==> src/rtl/ov7670_config_sequencer_pkg.sv <==
// Shared types and constants for the OV7670 configuration sequencer:
// FSM encoding, ROM entry tags, register names and selectable tables.
package ov7670_config_sequencer_pkg;

  typedef enum logic [3:0] {
    ST_IDLE,
    ST_POWERUP,
    ST_FETCH,
    ST_DECODE,
    ST_ISSUE,
    ST_WAIT_ACCEPT,
    ST_WAIT_FREE,
    ST_GAP,
    ST_DELAY,
    ST_DONE
  } seq_state_e;

  // Which case-statement table the ROM holds.
  typedef enum logic [1:0] {
    TBL_OV7670_RGB565,
    TBL_SOFT_RESET,
    TBL_WRITES_ONLY
  } cfg_table_e;

  localparam logic [15:0] CFG_SENTINEL  = 16'hFFFF;
  localparam logic [7:0]  CFG_DELAY_TAG = 8'hF0;

  localparam logic [7:0] REG_COM3   = 8'h0C;
  localparam logic [7:0] REG_CLKRC  = 8'h11;
  localparam logic [7:0] REG_COM7   = 8'h12;
  localparam logic [7:0] REG_TSLB   = 8'h3A;
  localparam logic [7:0] REG_COM14  = 8'h3E;
  localparam logic [7:0] REG_COM15  = 8'h40;
  localparam logic [7:0] REG_RGB444 = 8'h8C;

  function automatic logic [15:0] cfg_write(input logic [7:0] reg_addr, input logic [7:0] value);
    return {reg_addr, value};
  endfunction

  function automatic logic [15:0] cfg_delay(input logic [7:0] ms);
    return {CFG_DELAY_TAG, ms};
  endfunction

endpackage

==> src/rtl/ov7670_config_sequencer_if.sv <==
// Write-request bus between the configuration sequencer and the SCCB write engine.
// o_ready is a one-cycle request; o_addr/o_data are valid from that request until i_sccb_busy falls.
// The engine accepts by raising i_sccb_busy and signals completion by dropping it.
interface ov7670_config_sequencer_if;
  logic [7:0] o_addr;
  logic [7:0] o_data;
  logic       o_ready;
  logic       i_sccb_busy;

  modport master (output o_addr, output o_data, output o_ready, input i_sccb_busy);
  modport slave  (input o_addr, input o_data, input o_ready, output i_sccb_busy);
endinterface

==> src/rtl/ov7670_config_rom.sv <==
// Synchronous {reg, value} table ROM; entry_o is valid one cycle after index_i.
module ov7670_config_rom
  import ov7670_config_sequencer_pkg::*;
#(
  parameter cfg_table_e Table    = TBL_OV7670_RGB565,
  parameter int         RomDepth = 128,
  localparam int        IdxW     = $clog2(RomDepth)
) (
  input  logic            clk_i,
  input  logic [IdxW-1:0] index_i,
  output logic [15:0]     entry_o
);

  logic [15:0] entry_d;
  logic [15:0] entry_q;

  always_comb begin
    entry_d = CFG_SENTINEL;
    case (Table)
      TBL_SOFT_RESET: begin
        case (int'(index_i))
          0:       entry_d = cfg_write(REG_COM7, 8'h80);
          1:       entry_d = cfg_delay(8'd1);
          2:       entry_d = cfg_write(REG_CLKRC, 8'h01);
          default: entry_d = CFG_SENTINEL;
        endcase
      end
      TBL_WRITES_ONLY: begin
        case (int'(index_i))
          0:       entry_d = cfg_write(REG_CLKRC, 8'h01);
          1:       entry_d = cfg_write(REG_TSLB, 8'h04);
          2:       entry_d = cfg_write(REG_COM15, 8'hD0);
          3:       entry_d = cfg_write(REG_RGB444, 8'h00);
          default: entry_d = CFG_SENTINEL;
        endcase
      end
      default: begin
        // Soft reset needs ~10 ms before the sensor accepts further writes.
        case (int'(index_i))
          0:       entry_d = cfg_write(REG_COM7, 8'h80);
          1:       entry_d = cfg_delay(8'd10);
          2:       entry_d = cfg_write(REG_CLKRC, 8'h01);
          3:       entry_d = cfg_write(REG_COM7, 8'h04);
          4:       entry_d = cfg_write(REG_COM15, 8'hD0);
          5:       entry_d = cfg_write(REG_RGB444, 8'h00);
          6:       entry_d = cfg_write(REG_TSLB, 8'h04);
          7:       entry_d = cfg_write(REG_COM3, 8'h00);
          8:       entry_d = cfg_write(REG_COM14, 8'h00);
          default: entry_d = CFG_SENTINEL;
        endcase
      end
    endcase
  end

  always_ff @(posedge clk_i) begin
    entry_q <= entry_d;
  end

  assign entry_o = entry_q;

endmodule

==> src/rtl/ov7670_config_sequencer.sv <==
// Walks the OV7670 configuration ROM once per i_start and hands each {reg, value}
// write to the SCCB engine, honouring embedded millisecond delays.
module ov7670_config_sequencer
  import ov7670_config_sequencer_pkg::*;
#(
  parameter int         ClockFrequency = 50_000_000,
  parameter int         PowerUpDelayMs = 10,
  parameter int         GapCycles      = 64,
  parameter int         AcceptTimeout  = 16,
  parameter int         RomDepth       = 128,
  parameter cfg_table_e Table          = TBL_OV7670_RGB565,
  localparam int        IdxW           = $clog2(RomDepth)
) (
  input  logic                      CLK,
  input  logic                      RST,
  input  logic                      i_start,
  ov7670_config_sequencer_if.master sccb,
  output logic                      o_busy,
  output logic                      o_done,
  output logic [IdxW-1:0]           o_index,
  output seq_state_e                o_state
);

  localparam int TickMax = ClockFrequency / 1000 - 1;
  localparam int TickW   = $clog2(TickMax + 2);

  seq_state_e      state_q;
  logic [IdxW-1:0] index_q;
  logic [7:0]      addr_q;
  logic [7:0]      data_q;
  logic            ready_q;
  logic            busy_q;
  logic            done_q;
  logic [TickW-1:0] tick_q;
  logic [15:0]     ms_q;
  logic [7:0]      delay_ms_q;
  logic [15:0]     cyc_q;

  logic [15:0] rom_entry;
  logic        tick_en;
  logic        step_done;

  ov7670_config_rom #(
    .Table    (Table),
    .RomDepth (RomDepth)
  ) u_rom (
    .clk_i   (CLK),
    .index_i (index_q),
    .entry_o (rom_entry)
  );

  assign tick_en   = (state_q == ST_POWERUP) || (state_q == ST_DELAY);
  assign step_done = (state_q == ST_GAP) ? (cyc_q == 16'(GapCycles - 1))
                                         : (ms_q >= {8'h00, delay_ms_q});

  always_ff @(posedge CLK) begin
    if (RST) begin
      state_q    <= ST_IDLE;
      index_q    <= '0;
      addr_q     <= 8'h00;
      data_q     <= 8'h00;
      ready_q    <= 1'b0;
      busy_q     <= 1'b0;
      done_q     <= 1'b0;
      tick_q     <= '0;
      ms_q       <= '0;
      delay_ms_q <= '0;
      cyc_q      <= '0;
    end else begin
      ready_q <= 1'b0;
      if (tick_en) begin
        if (tick_q == TickW'(TickMax)) begin
          tick_q <= '0;
          ms_q   <= ms_q + 16'd1;
        end else begin
          tick_q <= tick_q + TickW'(1);
        end
      end
      case (state_q)
        ST_IDLE, ST_DONE: begin
          if (i_start) begin
            state_q <= ST_POWERUP;
            index_q <= '0;
            busy_q  <= 1'b1;
            done_q  <= 1'b0;
            tick_q  <= '0;
            ms_q    <= '0;
          end
        end
        ST_POWERUP: if (ms_q >= 16'(PowerUpDelayMs)) state_q <= ST_FETCH;
        ST_FETCH:   state_q <= ST_DECODE;
        ST_DECODE: begin
          if (rom_entry == CFG_SENTINEL) begin
            state_q <= ST_DONE;
            busy_q  <= 1'b0;
            done_q  <= 1'b1;
          end else if (rom_entry[15:8] == CFG_DELAY_TAG) begin
            delay_ms_q <= rom_entry[7:0];
            tick_q     <= '0;
            ms_q       <= '0;
            state_q    <= ST_DELAY;
          end else begin
            addr_q  <= rom_entry[15:8];
            data_q  <= rom_entry[7:0];
            state_q <= ST_ISSUE;
          end
        end
        // A busy engine here is a transfer already in flight; treat it as accepted.
        ST_ISSUE: begin
          if (sccb.i_sccb_busy) begin
            state_q <= ST_WAIT_FREE;
          end else begin
            ready_q <= 1'b1;
            cyc_q   <= '0;
            state_q <= ST_WAIT_ACCEPT;
          end
        end
        ST_WAIT_ACCEPT: begin
          if (sccb.i_sccb_busy)                         state_q <= ST_WAIT_FREE;
          else if (cyc_q == 16'(AcceptTimeout - 1))     state_q <= ST_ISSUE;
          else                                          cyc_q   <= cyc_q + 16'd1;
        end
        ST_WAIT_FREE: begin
          if (!sccb.i_sccb_busy) begin
            cyc_q   <= '0;
            state_q <= ST_GAP;
          end
        end
        ST_GAP, ST_DELAY: begin
          if (state_q == ST_GAP) cyc_q <= cyc_q + 16'd1;
          if (step_done) begin
            // The last slot ends the run even without a sentinel; the index never wraps.
            if (index_q == IdxW'(RomDepth - 1)) begin
              state_q <= ST_DONE;
              busy_q  <= 1'b0;
              done_q  <= 1'b1;
            end else begin
              index_q <= index_q + IdxW'(1);
              state_q <= ST_FETCH;
            end
          end
        end
        default: state_q <= ST_IDLE;
      endcase
    end
  end

  assign sccb.o_addr  = addr_q;
  assign sccb.o_data  = data_q;
  assign sccb.o_ready = ready_q;
  assign o_busy       = busy_q;
  assign o_done       = done_q;
  assign o_index      = index_q;
  assign o_state      = state_q;

endmodule

==> src/flat_wrapper.sv <==
// flat-port wrapper written by rule: the top's interface ports become plain ports
module ov7670_config_sequencer_flat import ov7670_config_sequencer_pkg::*;
#(
  parameter int         ClockFrequency = 50_000_000,
  parameter int         PowerUpDelayMs = 10,
  parameter int         GapCycles      = 64,
  parameter int         AcceptTimeout  = 16,
  parameter int         RomDepth       = 128,
  parameter cfg_table_e Table          = TBL_OV7670_RGB565,
  localparam int        IdxW           = $clog2(RomDepth)
)
  (CLK, RST, i_start, o_busy, o_done, o_index, o_state, sccb_o_addr, sccb_o_data, sccb_o_ready, sccb_i_sccb_busy);
  ov7670_config_sequencer_if sccb_i ();
  input  logic CLK;
  input  logic RST;
  input  logic i_start;
  output logic o_busy;
  output logic o_done;
  output logic [IdxW-1:0] o_index;
  output seq_state_e o_state;
  output wire logic [$bits(sccb_i.o_addr)-1:0] sccb_o_addr;
  output wire logic [$bits(sccb_i.o_data)-1:0] sccb_o_data;
  output wire logic [$bits(sccb_i.o_ready)-1:0] sccb_o_ready;
  input wire logic [$bits(sccb_i.i_sccb_busy)-1:0] sccb_i_sccb_busy;
  assign sccb_o_addr = sccb_i.o_addr;
  assign sccb_o_data = sccb_i.o_data;
  assign sccb_o_ready = sccb_i.o_ready;
  assign sccb_i.i_sccb_busy = sccb_i_sccb_busy;
  ov7670_config_sequencer #(.ClockFrequency(ClockFrequency), .PowerUpDelayMs(PowerUpDelayMs), .GapCycles(GapCycles), .AcceptTimeout(AcceptTimeout), .RomDepth(RomDepth), .Table(Table)) u_core (.CLK(CLK), .RST(RST), .i_start(i_start), .sccb(sccb_i), .o_busy(o_busy), .o_done(o_done), .o_index(o_index), .o_state(o_state));
endmodule
==> config.mk <==
export PLATFORM = sky130hd
export DESIGN_NAME = ov7670_config_sequencer_flat
export DESIGN_NICKNAME = d
export VERILOG_FILES = /design/src/rtl/ov7670_config_sequencer_pkg.sv /design/src/rtl/ov7670_config_sequencer_if.sv /design/src/rtl/ov7670_config_rom.sv /design/src/rtl/ov7670_config_sequencer.sv /design/src/flat_wrapper.sv
export SDC_FILE = /design/constraint.sdc
export NUM_CORES = 1
export LEC_CHECK = 0
export BUFFER_PORTS_ARGS = -buffer_cell sky130_fd_sc_hd__buf_2
export CAP_MARGIN = 15
export CORE_MARGIN = 4
export CORE_UTILIZATION = 60
export DETAILED_ROUTE_END_ITERATION = 10
export PLACE_DENSITY = 0.81
export REMOVE_ABC_BUFFERS = 1
export SETUP_SLACK_MARGIN = 0.2
export SLEW_MARGIN = 20
export SYNTH_ARGS = -nofsm -noshare
export SYNTH_HDL_FRONTEND = slang
export SYNTH_HIERARCHICAL = 1
export SYNTH_SLANG_ARGS = --single-unit
==> constraint.sdc <==
create_clock -name CLK -period 7 [get_ports CLK]
set_clock_uncertainty 0.2 [all_clocks]
set_input_delay 0.35 -clock CLK [delete_from_list [all_inputs] [get_ports CLK]]
set_output_delay 0.35 -clock CLK [all_outputs]
set_load 0.02 [all_outputs]
==> metrics <==
Worst IR Drop VDD 0.211 mV; commonest non-fill, non-tap cell in the layout dfxtp_1; DP HPWL 7220 µm; HP Class in -> reg; dpl ws 4.08 ns; Synth area leader dfxtp_1; clock tree buffer depth 2; DR DRC count 0; most frequent cells in the layout dfxtp_1, nor2_1, nand2_1, buf_2, xor2_1; CTS resizes 0; hold path start sccb_i_sccb_busy; crit-path max cell delay 0.66 ns; DR vias 3,911; first-pass GRT wire length 17,300 µm; DIE AREA approximately 9600 µm²; endpoint type of the worst setup path flop; final setup vio count 0; minimum clock period 2.99 ns; startpoint type of the worst setup path flop; die width 98.0 µm; Worst Setup SP u_core/o_state[3]; cell row count 32; worst reg2reg endpoint u_core/tick_q[1]; layout cell share with drive strength beyond 1 0.122; final hold vios 0; Slowest cell on crit path dfxtp_1; PnR worst setup slack 4.01 ns; remaining global-route overflow 0; CTS sink cnt 99; Yosys reg bits 99; CTS HTree Levels 3; worst-path cell chain xnor2_1, a31oi_1, nand2_1, or2_1, a21oi_1; number of synthesized flops with an enable pin 0; Critical R2R Launch u_core/o_state[3]; Core ar. 7810 µm²; Initial Util 0.622; initial antenna violation count 0; Least-Margin Pin Slew 0.951 ns; Distinct cells, synth 60; status completed; Nets about 590; CP arrival 3.08 ns; TNS Setup 0 ns; Worst-Skew Late Latency 0.36 ns; vias in the first global route roughly 3.7k; largest net degree at the start of global routing 40; I/O pin count 34; antenna viol nets, final 0; Final Wtd Congestion roughly 0.89; Initial DRC Count 220; die height 98.0 µm; final worst-path cycle share 0.427; synthesized area per cell 8.84 µm²; RSZ-0062 raised after global routing false; delay-heaviest family, CP simple AND/OR/NAND/NOR gates; Max Cap Viol 0; leading post-synthesis cells by cell area dfxtp_1, nor2_1, xor2_1; Leakage 2.09 nW; sequential area share after synthesis 0.408; total track usage 0.215; hold-fix buffers at CTS 0; YS warnings 6; Inserted Clock Buffers 9; Max-Slew Margin vs Limit 0.365; Root Buffer clkbuf_8; CP Buf/Inv Count 0; Antenna Cells 0; Critical Path Stages 5; PwrDens between 200 and 300 nW/µm²; Worst Setup EP u_core/tick_q[1]; post-synth top area share 0.408; vias per cell roughly 5.8; max-slew violations 0; Pre-Repair DR Iteration Count 5; CP Max Fanout 17; Reg2Reg Depth 5; Worst EP required 7.09 ns; main flop type after synthesis dfxtp_1; Syn Inst Count 549; PortBufs 33; Worst R2R Setup Slack between 4 and 5 ns; fraction of registers with async set/reset 0; post-CTS setup buffers 0; TritonCTS clock tree done; DR WL/cell 14.8 µm; Synth Cell Area 4850 µm²; Worst Setup Path Type reg -> reg; area delta synth->final 8.07%; clk slew on worst S/H paths 0.09 ns; final wirelength around 10,000 µm; Fmax around 330 MHz
## cell usage after synthesis (2+ instances only)
cell type,instances
ha_1,19
nor3_1,7
o21a_1,4
xor2_1,30
and3_1,18
nor3_2,2
clkbuf_1,11
nor2b_1,3
xnor2_1,15
a211o_1,2
a2111oi_0,2
nand2b_1,6
nand4_1,19
nor2_1,81
nand3_1,26
nor4_4,2
nand2_1,40
or4_1,4
buf_4,4
or2_2,4
mux2i_1,20
buf_2,5
a21oi_1,23
or3_1,3
inv_1,21
and4_1,3
o21ai_0,16
buf_6,4
a31oi_1,5
nor4_1,6
and2_1,6
o31ai_1,3
a21boi_0,3
o211ai_1,6
dfxtp_1,99
a211oi_1,2
nor4bb_1,2
## power by group
group | leakage, nW | switching [mW] | internal [mW] | total (mW)
clock network | 0.106 | 0.200 | 0.204 | 0.404
logic | 1.18 | 0.184 | 0.107 | 0.291
registers | 0.800 | 0.0492 | 0.599 | 0.649
total | 2.09 | 0.433 | 0.910 | 1.34
## worst reg2reg max path, stage by stage, from the launching register on
cell and delay, ns:
dfxtp_1 0.66, xnor2_1 0.29, a31oi_1 0.52, nand2_1 0.49, or2_1 0.56, a21oi_1 0.20
## cell families after synthesis
logic type	after synthesis	share of synthesized area
flops	99	0.408
xor+xnor	45	0.0812
simple gates	244	0.267
fa+ha+maj	19	0.0490
mux	21	0.0443
buf+inv	45	0.0454
compound gates	76	0.105
## flip-flops by register name, summed over array words and instances, names as in the netlist
name,cells
u_core/o_busy,1
u_core/ms_q,16
u_core/sccb.o_ready,1
u_core/o_state,4
u_core/o_index,7
u_core/cyc_q,16
u_core/delay_ms_q,8
u_core/o_done,1
u_core/u_rom/entry_o,13
u_core/sccb.o_data,8
u_core/tick_q,16
u_core/sccb.o_addr,8
## through the flow
stage	cells	total power [mW]	utilization	instance area [µm²]	hold slack, ns
final	678	1.34	0.672	5250	0.0911
after global routing	678	1.42	0.672	5250	0.0834
after CTS	678	1.35	0.672	5250	0.0732
after detailed placement	662	0.948	0.643	5020	0.249
after global placement	662	0.938	0.643	5020	0.245
after floorplan	525	0.861	-	4710	0.219
## how the worst min path moves through the flow
stage	to	slack (ns)	cells past startpoint
final	u_core/sccb.o_ready	0.09	2
after global placement	u_core/sccb.o_addr[1]	0.24	2
after CTS	u_core/sccb.o_ready	0.07	2
after floorplan	u_core/cyc_q[1]	0.22	1
after detailed placement	u_core/delay_ms_q[3]	0.25	2
after global routing	u_core/sccb.o_ready	0.08	2
## cell type report
type | instances | area [µm²]
sequential | 99 | 1980
tap | 102 | 128
fill | 662 | 2560
inverter | 21 | 78.8
multi-input combinational | 405 | 2650
clock inverter | 7 | 101
timing repair buffer | 35 | 180
clock buffer | 9 | 124
## routing by layer
layer  share of wire  up-vias  track usage  wire, µm
met1            0.45     1853        0.274      4530
met2            0.49       87        0.369      4920
li1                -     1958            -         -
met5               0        -            0         0
met3           0.045       13       0.0529       454
met4           0.012        0       0.0501       124
Note: power is estimated with default switching activity, not from simulation.
